$ cat src/rtl/pc_stack.sv
// -----------------------------------------------------------------------------
// pc_stack
// Program-counter register with an integrated return-address stack. Presents
// the current PC, PC+1 and the top-of-stack return address to the downstream
// next-PC select mux, and registers the mux output each enabled cycle. call/ret
// push and pop return addresses in step with the PC update.
//
// Parameters:
//   AW     address/PC width
//   DEPTH  return-stack entries (power of two)
//   PW     pointer width, log2(DEPTH)
//
// Ports:
//   clk       in   clock, rising edge
//   rst_n     in   asynchronous active-low reset
//   pc_en     in   advance enable; PC and stack change only when high
//   pc_next   in   next PC from the select mux
//   call      in   push return address (qualified by pc_en)
//   ret       in   pop return address (qualified by pc_en)
//   pc        out  current PC (registered)
//   pc_inc    out  pc + 1, wrapping
//   ret_addr  out  top-of-stack entry, 0 when empty
//   full      out  stack holds DEPTH entries
//   empty     out  stack holds no entries
//   err       out  sticky misuse flag
//
// Build option:
//   PC_STACK_ERR_EN  when defined, err sets on a dropped push (full) or a
//                    dropped pop (empty) and holds until reset. When not
//                    defined, err is tied low and no error logic exists.
// -----------------------------------------------------------------------------
module pc_stack #(
   parameter int AW    = 13,
   parameter int DEPTH = 8,
   parameter int PW    = 3
) (
   input  logic          clk,
   input  logic          rst_n,
   input  logic          pc_en,
   input  logic [AW-1:0] pc_next,
   input  logic          call,
   input  logic          ret,
   output logic [AW-1:0] pc,
   output logic [AW-1:0] pc_inc,
   output logic [AW-1:0] ret_addr,
   output logic          full,
   output logic          empty,
   output logic          err
);

   logic [AW-1:0] pc_r;
   logic [AW-1:0] stack_r [DEPTH];
   logic [PW-1:0] sp_r;
   logic [PW:0]   cnt_r;

   logic [AW-1:0] pc_inc_s;
   logic [PW-1:0] top_idx_s;
   logic          full_s;
   logic          empty_s;
   logic          push_s;
   logic          pop_s;
   logic          repl_s;

   // Status and mux-facing values derived from the registered state
   always_comb begin
      pc_inc_s  = pc_r + AW'(1);
      // sp-1 wraps to DEPTH-1 when sp is 0 and the stack is full
      top_idx_s = sp_r - PW'(1);
      full_s    = (cnt_r == (PW+1)'(DEPTH));
      empty_s   = (cnt_r == (PW+1)'(0));
   end

   // Decode the enabled {call, ret} command into a single stack action
   always_comb begin
      push_s = 1'b0;
      pop_s  = 1'b0;
      repl_s = 1'b0;
      if (pc_en) begin
         case ({call, ret})
            2'b10: begin
               if (full_s) begin
                  push_s = 1'b0;
               end else begin
                  push_s = 1'b1;
               end
            end
            2'b01: begin
               if (empty_s) begin
                  pop_s = 1'b0;
               end else begin
                  pop_s = 1'b1;
               end
            end
            2'b11: begin
               // Replace on an empty stack degenerates to a push; empty
               // implies not full, so the push always lands.
               if (empty_s) begin
                  push_s = 1'b1;
               end else begin
                  repl_s = 1'b1;
               end
            end
            default: begin
               push_s = 1'b0;
               pop_s  = 1'b0;
               repl_s = 1'b0;
            end
         endcase
      end else begin
         push_s = 1'b0;
         pop_s  = 1'b0;
         repl_s = 1'b0;
      end
   end

   // PC, stack pointer and occupancy count
   always_ff @(posedge clk or negedge rst_n) begin
      if (!rst_n) begin
         pc_r  <= '0;
         sp_r  <= '0;
         cnt_r <= '0;
      end else if (pc_en) begin
         pc_r <= pc_next;
         if (push_s) begin
            sp_r  <= sp_r + PW'(1);
            cnt_r <= cnt_r + (PW+1)'(1);
         end else if (pop_s) begin
            sp_r  <= sp_r - PW'(1);
            cnt_r <= cnt_r - (PW+1)'(1);
         end
      end
   end

   // Stack storage; contents are unobservable while empty so it has no reset
   always_ff @(posedge clk) begin
      if (push_s) begin
         stack_r[sp_r] <= pc_inc_s;
      end else if (repl_s) begin
         stack_r[top_idx_s] <= pc_inc_s;
      end
   end

`ifdef PC_STACK_ERR_EN
   logic err_r;
   logic err_set_s;

   // A push while full or a pop while empty is misuse; replace never is
   always_comb begin
      err_set_s = pc_en & ((call & ~ret & full_s) | (~call & ret & empty_s));
   end

   // Sticky error flag, cleared only by reset
   always_ff @(posedge clk or negedge rst_n) begin
      if (!rst_n) begin
         err_r <= 1'b0;
      end else if (err_set_s) begin
         err_r <= 1'b1;
      end
   end

   assign err = err_r;
`else
   assign err = 1'b0;
`endif

   assign pc       = pc_r;
   assign pc_inc   = pc_inc_s;
   assign ret_addr = empty_s ? '0 : stack_r[top_idx_s];
   assign full     = full_s;
   assign empty    = empty_s;

endmodule

$ cat config.mk
export PLATFORM = sky130hd
export DESIGN_NAME = pc_stack
export DESIGN_NICKNAME = d
export VERILOG_FILES = /design/src/rtl/pc_stack.sv
export SDC_FILE = /design/constraint.sdc
export NUM_CORES = 1
export LEC_CHECK = 0
export CORE_ASPECT_RATIO = 1.25
export CORE_MARGIN = 8
export CORE_UTILIZATION = 33
export DETAILED_ROUTE_END_ITERATION = 12
export HOLD_SLACK_MARGIN = 0.05
export PLACE_DENSITY_LB_ADDON = 0.3
export SETUP_SLACK_MARGIN = 0.2
export SYNTH_ARGS = -nofsm -noshare
export SYNTH_HDL_FRONTEND = slang
export SYNTH_SLANG_ARGS = --single-unit
$ cat constraint.sdc
create_clock -name clk -period 3.6 [get_ports clk]
set_clock_uncertainty 0.05 [all_clocks]
set_input_delay 1.08 -clock clk [delete_from_list [all_inputs] [get_ports clk]]
set_output_delay 1.08 -clock clk [all_outputs]
set_load 0.005 [all_outputs]
[After elaboration in Yosys (flattened, before gate mapping)]
Memory sizes are Yosys's and may differ from the RTL's.
Cells that the tools add are included.
Operators by class
  add/sub/neg operators: 5
  reductions and logical operators: 4
  mux-type cells: 22
  eq/ne operators: 4
Operators with widths (number)
  two-way mux 13 bit: 2
  two-way mux 1 bit: 14
  adder 13 x 1 -> 13 bit, second input constant: 1
  OR reduction 13 bit: 1
  two-way mux 3 bit: 3
  two-way mux 4 bit: 2
  adder 4 x 1 -> 4 bit, second input constant: 1
  == test 2 bit, second input constant: 2
  == test 4 bit, second input constant: 1
  zero test 4 bit: 1
  subtractor 4 x 1 -> 4 bit, second input constant: 1
  adder 3 x 1 -> 3 bit, second input constant: 1
  subtractor 3 x 1 -> 3 bit, second input constant: 1
  == test 2 x 1 -> 1 bit, second input constant: 1
  one-hot mux 1 bit (2 select lines): 1
  AND reduction 2 bit: 1
  nonzero test 2 bit: 1
Storage, ports and cells
  word-level logic and storage cells: 39
  memories: 1
  flip-flop bits (word level): 20
  memory bits (writable): 104
Memory list
  stack_r: depth 8, bits a word 13, read ports 1, clocked after memory_dff 0, wr ports 1, line 52  | logic [AW-1:0] stack_r [DEPTH];

[Logic depth before layout (Yosys ltp)]
Gate-level depths: netlist (run 1).
  depth after elaboration: 9
  gate-level depth with buffers: 9
  gate-level depth less buffers: 8

[Worst setup path after synthesis (run 1)]
Ideal clock, no wire load.
  path type: flip-flop to output port
  start: reg sp_r[0]
  end: out ret_addr[10]
  arrival: 1.887 ns
  buffers on the path: 2
  path slack: 0.583 ns
  stages on the path, launching flop included: 8
  data required time: 2.470 ns
  cell sequence: dfrtp_1 -> buf_2 -> inv_1 -> ha_1 -> clkbuf_1 -> mux4_2 -> nand2_1 -> a21oi_1
Between the ends
  cells in the longest elaborated chain, start to end: 3
RTL lines
  start, declared: line 53  | logic [PW-1:0] sp_r;
  start signal, assigned: line 125  | sp_r <= sp_r + PW'(1);
  start signal, assigned: line 128  | sp_r <= sp_r - PW'(1);
  subtractor 3 x 1 -> 3 bit: line 68  | top_idx_s = sp_r - PW'(1);
  memory (8 x 13 bit)
  two-way mux 13 bit: line 168  | assign ret_addr = empty_s ? '0 : stack_r[top_idx_s];
  end, declared: line 45  | output logic [AW-1:0] ret_addr,
Every way passes these cells.

[Final worst setup path (run 1)]
  start: reg pc_r[1] (netlist: pc[1])
  end: out pc_inc[9]
Between the ends
  cells in the longest elaborated chain, start to end: 1
RTL lines
  start, declared: line 51  | logic [AW-1:0] pc_r;
  start signal, assigned: line 123  | pc_r <= pc_next;
  adder 13 x 1 -> 13 bit: line 66  | pc_inc_s = pc_r + AW'(1);
  end, declared: line 44  | output logic [AW-1:0] pc_inc,
Every way passes these cells.

==> flow_metrics.tcl, run 1 <==
set metrics [dict create \
    outcome "finished clean" \
    hold_viol_final 0 \
    synth_area_um2 5320 \
    multiInputGateArea_um2 1710 \
    r2r_setup_slack_ns 0.77 \
    synth_seq_cells 124 \
    first_pass_iters 5 \
    clock_latency_ns 0.40 \
    arrival_ns 2.23 \
    drive_gt1_share_pct 30.6 \
    syn_inst 321 \
    grt_use_total_pct 12.6 \
    dr.first_iter.drc_count 156 \
    fmax_mhz 298 \
    crit_type "flop to output pin" \
    path_max_fanout 5 \
    routabilityCongestion 0.773 \
    min_period_over_period_pct 93.3 \
    grt-ovfl-total 0 \
    die_height_um 158 \
    min_from "pc[6]$_DFFE_PN0P_" \
    yosysSeqAreaShare_pct 68.2 \
    totalWireLength_um 12300 \
    hp-class "flop to flop" \
    antenna_found_initial 0 \
    port_buffers 58 \
    numCtsBuffers 17 \
    seq_area_um2 3630 \
    r2r_end "cnt_r[3]$_DFFE_PN0P_" \
    n_fill_cell 1471 \
    synth.avg_cell_area_um2 16.6 \
    grt_pass1_vias 3441 \
    wire_per_inst_um 18.9 \
    finalCriticalPeriod_ns 3.36 \
    cts.sinks 124 \
    placed_cells 609 \
    finalNonFillerCells 651 \
    dp_hpwl_um 7580 \
    drt-vias-per-instance 4.81 \
    fp.coreArea_um2 16000 \
    start_kind "flop" \
    cpMostUsedCell "buf_4" \
    dieArea_um2 20400 \
    grt_pass1_wl_um 19000 \
    worst_setup_path_end_kind "output pin" \
    dr_total_vias 3130 \
    maxSlewViolCount 0 \
    cts_buffer_depth 2 \
    die_x_um 130 \
    grt_max_degree 32 \
    maxCapViolCount 0 \
    rsz0062_at_grt "true" \
    ioPinCount 60 \
    clkTransAtPathRegs_ns 0.05 \
    pwr_density_cell_nw_per_um2 826 \
    drc 0 \
    hold_end "pc[6]$_DFFE_PN0P_" \
    drtAntennaViolNets 0 \
    row_count 52 \
    worstPathRequired_ns 2.47 \
    initial_core_util_pct 33.2 \
    cpPeakStageDelay_ns 0.51 \
    synth_nets 345 \
    cts_tree "done" \
    finalSetupViolCount 0 \
    fin_nets 447 \
    crit_slowest_cell "clkdlybuf4s50_1" \
    power.leakage_nw 2.55 \
    h-tree-depth 4 \
    slew-limit-headroom_pct 60.9 \
    area_growth_pct 33.7 \
    hold_slack_ns 0.546 \
    holdPathStages 1 \
    synth_cell_types 44 \
    vdd_ir_drop_max_v 0.000404 \
    fin_setup_tns_ns 0 \
    crit_chain "buf_4 > and3_1 > nand3_4 > nor3_4 > xor2_2 > buf_4 > clkdlybuf4s50_1" \
    r2r_start "cnt_r[2]$_DFFE_PN0P_" \
    r2r_cells 9 \
    yosys_warnings 0 \
    tightest_slew_ns 0.584 \
    diodes 0 \
    root_buffer "clkbuf_16" \
]
==> critical path, delay by kind of cell, from the launching register on <==
kind,cells,cell delay [ns]
xor+xnor,1,0.16
buf+inv,3,0.81
flops,1,0.36
simple gates,3,0.49
==> Yosys cell counts (all sizes together) <==
| cell | n | area share [%] |
|---|---|---|
| clkbuf | 5 | 0.38 |
| mux2i | 1 | 0.19 |
| nor3b | 1 | 0.14 |
| a211oi | 1 | 0.14 |
| o31ai | 1 | 0.14 |
| a21oi | 17 | 1.7 |
| and2 | 2 | 0.24 |
| inv | 5 | 0.35 |
| o41a | 1 | 0.21 |
| a31o | 1 | 0.16 |
| ha | 5 | 1.2 |
| nor4 | 1 | 0.40 |
| or3 | 2 | 0.24 |
| buf | 10 | 1.0 |
| o41ai | 1 | 0.52 |
| conb | 1 | 0.071 |
| a21o | 2 | 0.28 |
| nor3 | 7 | 0.66 |
| o21ai | 5 | 0.47 |
| mux2 | 14 | 3.0 |
| edfxtp | 104 | 59 |
| nand2b | 2 | 0.24 |
| o2bb2ai | 1 | 0.28 |
| fa | 1 | 0.38 |
| nor2 | 11 | 0.78 |
| xor2 | 7 | 1.2 |
| a31oi | 1 | 0.12 |
| nand4b | 1 | 0.16 |
| o21bai | 1 | 0.21 |
| mux4 | 26 | 11 |
| nand3b | 1 | 0.14 |
| nand3 | 7 | 0.66 |
| nand4 | 2 | 0.24 |
| and3 | 4 | 0.47 |
| nand2 | 37 | 2.6 |
| xnor2 | 10 | 1.6 |
| nor2b | 2 | 0.28 |
| dfrtp | 20 | 9.4 |
==> routing by layer <==
| metal | part of all wire, % | up-vias | global-route usage, % |
|---|---|---|---|
| met5 | 0 | - | 0 |
| met1 | 42 | 1607 | 14.5 |
| met4 | 0.79 | 0 | 4.21 |
| met2 | 52 | 81 | 21.8 |
| met3 | 5.2 | 6 | 3.77 |
| li1 | - | 1436 | - |
==> timing repair <==
item | in CTS | in global routing
hold buffers | 0 | 0
pin swaps | 1 | 5
cloned | 1 | 1
buffers inserted | 6 | 3
setup endpoints to repair | 19 | 14
gates resized for setup | 30 | 18
==> state kept, by name, indices dropped and copies added, names as in the netlist <==
signal and count:
pc 13, sp_r 3, cnt_r 4, stack_r 104
==> where the power goes <==
part / total, mW / switching (mW) / internal [mW]
sequential: 1.92 / 0.151 / 1.77
clock: 1.56 / 0.560 / 1.00
combinational: 2.39 / 1.16 / 1.23
total: 5.87 / 1.87 / 4.00
==> layout by cell type, fill, tap and decap left out, types with 2 or more instances in the layout <==
master	netlist	routed
dfrtp_1	20	16
nor2_1	11	9
xnor2_2	0	3
dlygate4sd2_1	0	12
nand4_1	2	2
and2_1	2	2
nand2_1	37	37
clkdlybuf4s50_1	0	42
nand2b_1	2	2
and3_1	4	4
nand3_1	7	5
mux4_2	26	26
a21oi_1	16	13
a21o_1	2	2
inv_1	5	3
mux2_2	14	14
clkinv_2	0	5
nor3_1	7	6
buf_12	0	2
a21oi_2	1	4
o21ai_0	5	5
dlymetal6s2s_1	0	4
xnor2_1	10	7
clkbuf_1	4	4
bufinv_16	0	2
or3_1	2	2
xor2_1	7	5
dfrtp_2	0	4
clkbuf_16	0	17
edfxtp_1	104	104
buf_4	1	34
inv_2	0	2
clkinv_1	0	2
ha_1	5	3
==> stage by stage <==
step	util (%)	total power [mW]	worst slack (ns)	cell area, µm²
after CTS	43.8	5.93	0.0426	7010
final	44.4	5.87	0.242	7110
after global placement	39.5	4.23	0.300	6320
after floorplan	-	3.21	0.583	5320
after detailed placement	39.5	4.26	0.215	6320
after global routing	44.4	6.20	0.107	7110
==> logic make-up after synthesis <==
| kind of cell | share of synthesized area (%) |
|---|---|
| fa+ha+maj | 1.55 |
| compound gates | 4.21 |
| mux | 14.2 |
| flops | 68.2 |
| xor+xnor | 2.80 |
| other cells | 0.0706 |
| buf+inv | 1.77 |
| simple gates | 7.25 |
==> worst max-delay path by stage <==
stage / startpoint / end / cells after the start
2_1_floorplan: sp_r[0]$_DFFE_PN0P_ / ret_addr[10] / 7
3_3_place_gp: pc_en / cnt_r[3]$_DFFE_PN0P_ / 8
3_5_place_dp: call / cnt_r[3]$_DFFE_PN0P_ / 8
4_1_cts: pc[1]$_DFFE_PN0P_ / pc_inc[4] / 4
5_1_grt: pc[1]$_DFFE_PN0P_ / pc_inc[9] / 7
6_report: pc[1]$_DFFE_PN0P_ / pc_inc[9] / 7
==> cell type report <==
cell class	instances	area share, %
sequential	124	51.1
multi-input combinational	177	24.1
timing repair buffer	98	13.2
clock buffer	21	6.20
tap	216	3.80
clock inverter	10	1.41
inverter	5	0.264
Power figures use the tool's default switching activity.
==> run 2, diff against run 1 <==
--- a/config.mk
+++ b/config.mk
@@ -9,7 +9,6 @@
 export CORE_MARGIN = 8
 export CORE_UTILIZATION = 33
 export DETAILED_ROUTE_END_ITERATION = 12
-export HOLD_SLACK_MARGIN = 0.05
 export PLACE_DENSITY_LB_ADDON = 0.3
 export SETUP_SLACK_MARGIN = 0.2
 export SYNTH_ARGS = -nofsm -noshare
==> results of run 2 <==
No change in the layout: final DEF, timing and power equal those of run 1.
==> run 3, diff against run 2 <==
--- a/config.mk
+++ b/config.mk
@@ -8,8 +8,9 @@
 export CORE_ASPECT_RATIO = 1.25
 export CORE_MARGIN = 8
 export CORE_UTILIZATION = 33
+export CTS_CLUSTER_SIZE = 40
 export DETAILED_ROUTE_END_ITERATION = 12
-export PLACE_DENSITY_LB_ADDON = 0.3
+export PLACE_DENSITY_LB_ADDON = 0.15
 export SETUP_SLACK_MARGIN = 0.2
 export SYNTH_ARGS = -nofsm -noshare
 export SYNTH_HDL_FRONTEND = slang
==> run 3 against run 2 <==
  * Global-route usage up 0.64 points
  * Clock power up 3%
  * Largest power group unchanged
  * Via count about the same
  * Highest routed layer unchanged
  * Critical endpoint unchanged
  * Largest cell class unchanged
  * Critical path type unchanged
==> flow_metrics.tcl, run 3 (synthesis gave the netlist of run 1 again) <==
set metrics [dict create \
    outcome "finished clean" \
    largest_reg_flops 104 \
    hold_end "pc[12]$_DFFE_PN0P_" \
    die_x_um 130 \
    totalWireLength_um 12500 \
    drtAntennaViolNets 0 \
    timing.final.ws_setup_ns 0.311 \
    drive_gt1_share_pct 32.8 \
    initial_core_util_pct 33.2 \
    slew-limit-headroom_pct 51.7 \
    grt_use_total_pct 13.2 \
    grt_max_degree 32 \
    dp_hpwl_um 8380 \
    maxCapViolCount 0 \
    area_growth_pct 34.5 \
    clkTransAtPathRegs_ns 0.05 \
    arrival_ns 2.16 \
    cts.sinks 124 \
    pwr_density_cell_nw_per_um2 826 \
    start_kind "flop" \
    path_max_fanout 4 \
    r2r_cells 9 \
    rsz0062_at_grt "false" \
    antenna_found_initial 0 \
    tightest_slew_ns 0.722 \
    crit_type "flop to output pin" \
    min_from "pc[12]$_DFFE_PN0P_" \
    n_fill_cell 1473 \
    r2r_setup_slack_ns 0.72 \
    diodes 0 \
    vdd_ir_drop_max_v 0.000361 \
    fin_setup_tns_ns 0 \
    r2r_end "cnt_r[3]$_DFFE_PN0P_" \
    fp.coreArea_um2 16000 \
    finalCriticalPeriod_ns 3.29 \
    maxSlewViolCount 0 \
    dp_slack_ns 0.187 \
    holdPathStages 1 \
    fmax_mhz 304 \
    numCtsBuffers 17 \
    cts_hold_buf 0 \
    ioPinCount 60 \
    crit_slowest_cell "clkdlybuf4s50_1" \
    row_count 52 \
    hp-class "flop to flop" \
    clock_latency_ns 0.41 \
    first_pass_iters 4 \
    r2r_start "cnt_r[2]$_DFFE_PN0P_" \
    h-tree-depth 4 \
    grt_pass1_wl_um 19800 \
    root_buffer "clkbuf_16" \
    min_period_over_period_pct 91.4 \
    worstPathRequired_ns 2.47 \
    largest-register "stack_r" \
    power.leakage_nw 2.56 \
    drc 0 \
    layout_commonest_cell "edfxtp_1" \
    worst_setup_path_end_kind "output pin" \
    cts_tree "done" \
    dr_total_vias 3127 \
    wire_per_inst_um 19.0 \
    crit_chain "and3_1 > nand3_2 > nor3_2 > xor2_1 > buf_4 > clkdlybuf4s50_1" \
    hold_viol_final 0 \
    mostFrequentLayoutCells "edfxtp_1, clkdlybuf4s50_1, buf_4, nand2_1, mux4_2" \
    cts_buffer_depth 2 \
    grt_pass1_vias 3402 \
    cpPeakStageDelay_ns 0.50 \
    die_height_um 158 \
    port_buffers 58 \
    dieArea_um2 20400 \
    grt-ovfl-total 0 \
    fin_nets 453 \
    finalSetupViolCount 0 \
    routabilityCongestion 0.812 \
    dr.first_iter.drc_count 149 \
    drt-vias-per-instance 4.75 \
]
-- run 3: cell count changes in the layout (fill, tap and decap cells not counted), moves of 2 or more --
cell	delta
buf_4	+7
dlygate4sd2_1	+4
dlymetal6s2s_1	-3
a21oi_1	+2
a21oi_2	-2
clkbuf_1	-2
clkinv_4	+2
-- run 3: what timing repair did --
action | 4_1_cts | 5_1_grt
buffers inserted | 9 | 3
resized for setup | 35 | 9
setup endpoints to repair | 21 | 5
cloned | 1 | 0
pin swaps | 7 | 0
-- run 3: layer usage --
| layer | part of all wire, % | routed length, µm | GRT usage [%] | vias to the layer above |
|---|---|---|---|---|
| li1 | - | - | - | 1456 |
| met1 | 44 | 5440 | 15.6 | 1576 |
| met2 | 51 | 6320 | 22.6 | 77 |
| met3 | 3.9 | 487 | 3.67 | 18 |
| met4 | 2.0 | 248 | 4.60 | 0 |
| met5 | 0 | 0 | 0 | - |
-- run 3: worst max-delay path: cells and delay by family, from the launching register on --
family        cells  cell delay [ns]
xor+xnor          1             0.16
simple gates      3             0.56
flops             1             0.40
buf+inv           2             0.64
-- run 3: how the worst max path moves through the flow --
| stage | from | end | slack, ns | depth (start not counted) |
|---|---|---|---|---|
| floorplan | sp_r[0]$_DFFE_PN0P_ | ret_addr[10] | 0.58 | 7 |
| global placement | pc_en | cnt_r[3]$_DFFE_PN0P_ | 0.25 | 8 |
| detailed placement | pc_en | cnt_r[3]$_DFFE_PN0P_ | 0.19 | 8 |
| CTS | sp_r[0]$_DFFE_PN0P_ | ret_addr[0] | 0.09 | 7 |
| global route | pc[2]$_DFFE_PN0P_ | pc_inc[9] | 0.21 | 5 |
| finish | pc[0]$_DFFE_PN0P_ | pc_inc[9] | 0.31 | 6 |
-- run 3: layout make-up --
| class | instances | area (µm²) | area share [%] |
|---|---|---|---|
| well taps | 216 | 270 | 3.78 |
| inverters | 5 | 18.8 | 0.263 |
| repair buffers | 104 | 970 | 13.6 |
| clock buffers | 19 | 433 | 6.06 |
| clock inverters | 13 | 126 | 1.77 |
| multi-input cells | 177 | 1700 | 23.8 |
| flip-flops and latches | 124 | 3630 | 50.8 |
-- run 3: report_power, final --
part	total (mW)	switching, mW	internal (mW)
registers	1.91	0.147	1.77
clock network	1.60	0.592	1.01
logic	2.39	1.15	1.24
total	5.90	1.89	4.01
-- run 3: through the flow --
stage               std cells  power, mW  utilization [%]  cell area, µm²  hold slack, ns
detailed placement        613       4.33             39.8            6380           0.506
CTS                       655       5.98             44.4            7110           0.525
global route              658       6.25             44.7            7150           0.539
global placement          613       4.32             39.8            6380           0.509
floorplan                 321       3.21                -            5320           0.498
finish                    658       5.90             44.7            7150           0.515
==> edit 1, RTL diff (config.mk and constraints of run 1) <==
Build with the macro `PC_STACK_ERR_EN` defined.
--- a/src/rtl/pc_stack.sv
+++ b/src/rtl/pc_stack.sv
@@ -31,2 +31,4 @@
 // -----------------------------------------------------------------------------
+`define PC_STACK_ERR_EN
+
 module pc_stack #(
Behaviour: not the same (a bounded check fails within 4 cycles, from zero or initial values and one cycle with rst_n low).
==> edit 1 against run 1 <==
- routed wire length increased by 2.8%
- core utilization increased by 2.0 points
- sequential share of layout area decreased by 0.69 points
- hold slack got worse by 0.13 ns
- area after synthesis decreased by 0.73%
- total power decreased by 1.1%
- setup slack improved by 0.031 ns
- design area increased by 2.2%
- sequential cell count increased by 1
- critical path type unchanged
==> edit 1: results (changes against run 1) <==
| Metric | Value |
|---|---|
| Wire length on met1 | 5225 um (was 5109 um) |
| Flop2flop setup slack | 0.82 ns (was 0.77 ns) |
| Synth Area in XOR/XNOR | 0.03154 (was 0.02801) |
| Post-synth top cells | edfxtp_1, nand2_1, mux4_2 (unchanged) |
| Placed Cells | 606 (was 609) |
| Largest net degree at the start of global routing | 30 (was 32) |
| Post-synthesis compound-gate area fraction | 0.03960 (was 0.04214) |
| Met2 wire len | 6688 um (was 6424 um) |
| Total wire length | 12620 um (was 12270 um) |
| Met3 track demand over resource | 0.03656 (was 0.03775) |
| Synthesized net count | 337 (was 345) |
| Cell Int Power | 4002 uW (was 3999 uW) |
| Hold Startpoint | err (was pc[6]) |
| Worst slew pin tran | 0.6890 ns (was 0.5839 ns) |
| CTS resizes | 35 (was 30) |
| Clk sink count | 125 (was 124) |
| Worst r2r path cells | 6 (was 9) |
| Leakage | 0.002661 uW (was 0.002547 uW) |
| FF-to-FF Start | cnt_r[0] (was cnt_r[2]) |
| Sequential area share after synthesis | 0.6915 (was 0.6817) |
| FFs w/ async S/R, synth | 0.1680 (was 0.1613) |
| Wire per inst | 18.95 um (was 18.85 um) |
| RR Endpoint | stack_r[6][1] (was cnt_r[3]) |
| Status | finished clean (unchanged) |
| Area contributors post-synth | edfxtp_1, mux4_2, dfrtp_1 (unchanged) |
| Met3 wirelength from detailed routing | 545 um (was 641 um) |
| VDD IR max | 428.2 uV (was 404.1 uV) |
| Final Net Count | 467 (was 447) |
| Post-DP HPWL | 8286 um (was 7581 um) |
| Prevailing post-synth register cell | edfxtp_1 (unchanged) |
| Clock-pin slew on the worst setup and hold paths | 0.05 ns (about the same) |
| Post-synth cell types | 42 (was 44) |
| Routability cong. | 0.7958 (was 0.7733) |
| Max stage delay on crit path | 0.55 ns (was 0.51 ns) |
| Synth Area in Adders | 0.01565 (was 0.01554) |
| Post-Syn Area per Cell | 16.86 sq um (was 16.56 sq um) |
| Layout fillers | 1374 (was 1471) |
| TritonRoute pass-1 iters | 6 (was 5) |
| Postcts setup bufs | 11 (was 6) |
| Net Sw Frac | 0.3111 (was 0.3188) |
| Non-clock buffer count | 125 (was 98) |
| CLK BUF | 17 (was 21) |
| Top sig layer | met4 (unchanged) |
| First-pass GRT wire length | 19290 um (was 18990 um) |
| Dpl ws | 0.2509 ns (was 0.2153 ns) |
| Worst Path Max Fanout | 9 (was 5) |
| Inverters | 8 (was 5) |
| GRT met2 Usage | 0.2205 (was 0.2182) |
| IO buf count | 59 (was 58) |
| Slowest CP cell | or4_4 (was clkdlybuf4s50_1) |
| Non-clock buffer share of cell area | 0.1553 (was 0.1317) |
| Vias per cell | 4.890 (was 4.808) |
| Initial DRC Count | 190 (was 156) |
| GRT Util Overall | 0.1282 (was 0.1259) |
| Clock share of power | 0.274 (was 0.266) |
| Endpoint, Worst Hold | err (was pc[6]) |
| Multiplexer share of the synthesized area | 0.1406 (was 0.1417) |
| Multi-input gates | 166 (was 177) |
| Reg area | 0.003657 sq mm (was 0.003628 sq mm) |
## edit 1: changes by cell type after synthesis, sizes merged, moves of 2 or more
cell	before	now
a211oi	1	3
and2	2	0
buf	10	6
clkbuf	5	8
inv	5	7
nand2b	2	0
nor2	11	8
nor3	7	2
nor4	1	3
o21ai	5	3
xnor2	10	14
xor2	7	5
## edit 1: stage by stage
stage	area, sq um	utilization	hold WS [ns]
floorplan	5276	-	0.4010
global placement	6346	0.4059	0.3981
detailed placement	6346	0.4059	0.4095
CTS	7092	0.4536	0.4239
global route	7259	0.4643	0.4463
finish	7259	0.4643	0.4153
## edit 1: how the worst max path moves through the flow
stage,slack [ns],to,cells after the start,start
2_1_floorplan,0.59,ret_addr[10],7,sp_r[0]
3_3_place_gp,0.28,cnt_r[3],9,call
3_5_place_dp,0.25,stack_r[6][1],6,ret
4_1_cts,0.09,ret_addr[12],7,sp_r[0]
5_1_grt,0.14,pc_inc[7],6,pc[3]
6_report,0.27,empty,4,cnt_r[0]
==> edit 2, RTL diff (flow settings as in run 1) <==
Without the edit above. Set the parameter `PW` to 6 (it was 3).
--- a/src/rtl/pc_stack.sv
+++ b/src/rtl/pc_stack.sv
@@ -34,3 +34,3 @@
    parameter int DEPTH = 8,
-   parameter int PW    = 3
+   parameter int PW    = 6
 ) (
Function: same outputs for any inputs over 4 cycles, from zero or initial values and one cycle with rst_n low; that may be too few to reach the edited logic, so the function may still have changed.
==> edit 2 against run 1 <==
- synthesized cell count is 3.1% higher
- design area rose by 4.3%
- combinational power is 6% higher
- sequential share of layout area is 1.1 points lower
- routed wire length is 2.6% higher
- sequential cell count rose by 3
- area after synthesis rose by 3.4%
- via count up 4.0%
- setup slack improved by 0.017 ns
- largest cell class unchanged
- total power is 2.9% higher
- hold slack worse by 0.12 ns
- first-iteration DRC count increased by 30%
==> edit 2: results (changes against run 1) <==
| Metric | Value |
|---|---|
| Status | finished clean (unchanged) |
| GRT Util Overall | 0.1237 (was 0.1259) |
| Hold Startpoint | cnt_r[6] (was pc[6]) |
| First-pass GRT wire length | 19910 um (was 18990 um) |
| Cell Int Power | 4174 uW (was 3999 uW) |
| Worst slew pin tran | 0.6167 ns (was 0.5839 ns) |
| Die width | 131.4 um (was 129.5 um) |
| Critical path's top delay family | simple AND/OR/NAND/NOR gates (was buffers and inverters) |
| FF+latch count, synth | 127 (was 124) |
| Post-DP HPWL | 7966 um (was 7581 um) |
| Worst r2r path cells | 11 (was 9) |
| DP Area | 0.006510 sq mm (was 0.006322 sq mm) |
| Slowest CP cell | or4_4 (was clkdlybuf4s50_1) |
| Number of global-route vias before repair | 3575 (was 3441) |
| Multiplexer share of the synthesized area | 0.1475 (was 0.1417) |
| Sequential cell area share | 0.4999 (was 0.5107) |
| RR Endpoint | cnt_r[6] (was cnt_r[3]) |
| Clk cell area share | 0.07511 (was 0.07607) |
| VDD IR max | 377.6 uV (was 404.1 uV) |
| Post-synthesis compound-gate area fraction | 0.04529 (was 0.04214) |
| Worst Path Max Fanout | 4 (was 5) |
| Layout fillers | 1477 (was 1471) |
| Post-synth cell types | 47 (was 44) |
| Worst endpoint data arrival time | 2.21 ns (was 2.23 ns) |
| Final Net Count | 469 (was 447) |
| Net Sw Frac | 0.3091 (was 0.3188) |
## edit 2: changes by cell type in the layout (fill, tap and decap cells not counted), sizes merged, moves of 4 or more
| cell | delta |
|---|---|
| clkdlybuf4s15 | +5 |
| nor3 | -5 |
| dlygate4sd2 | -5 |
| buf | +7 |
| nor2 | -4 |
| xnor2 | +5 |
## edit 2: routing by layer
| layer | vias to the layer above | global-route usage | wire (um) | part of all wire |
|---|---|---|---|---|
| met1 | 1641 | 0.1441 | 5451 | 0.43 |
| met5 | - | 0 | 0 | 0 |
| li1 | 1494 | - | - | - |
| met4 | 0 | 0.05756 | 185 | 0.015 |
| met2 | 103 | 0.2093 | 6396 | 0.51 |
| met3 | 16 | 0.03277 | 556 | 0.044 |
## edit 2: metrics by stage
stage          worst slack [ns]    util  cells
6_report                 0.2592  0.4558    671
5_1_grt                  0.1674  0.4558    671
4_1_cts                 0.05452  0.4485    662
3_5_place_dp             0.1312  0.4002    619
3_3_place_gp             0.1511  0.4002    619
2_1_floorplan            0.3971       -    331
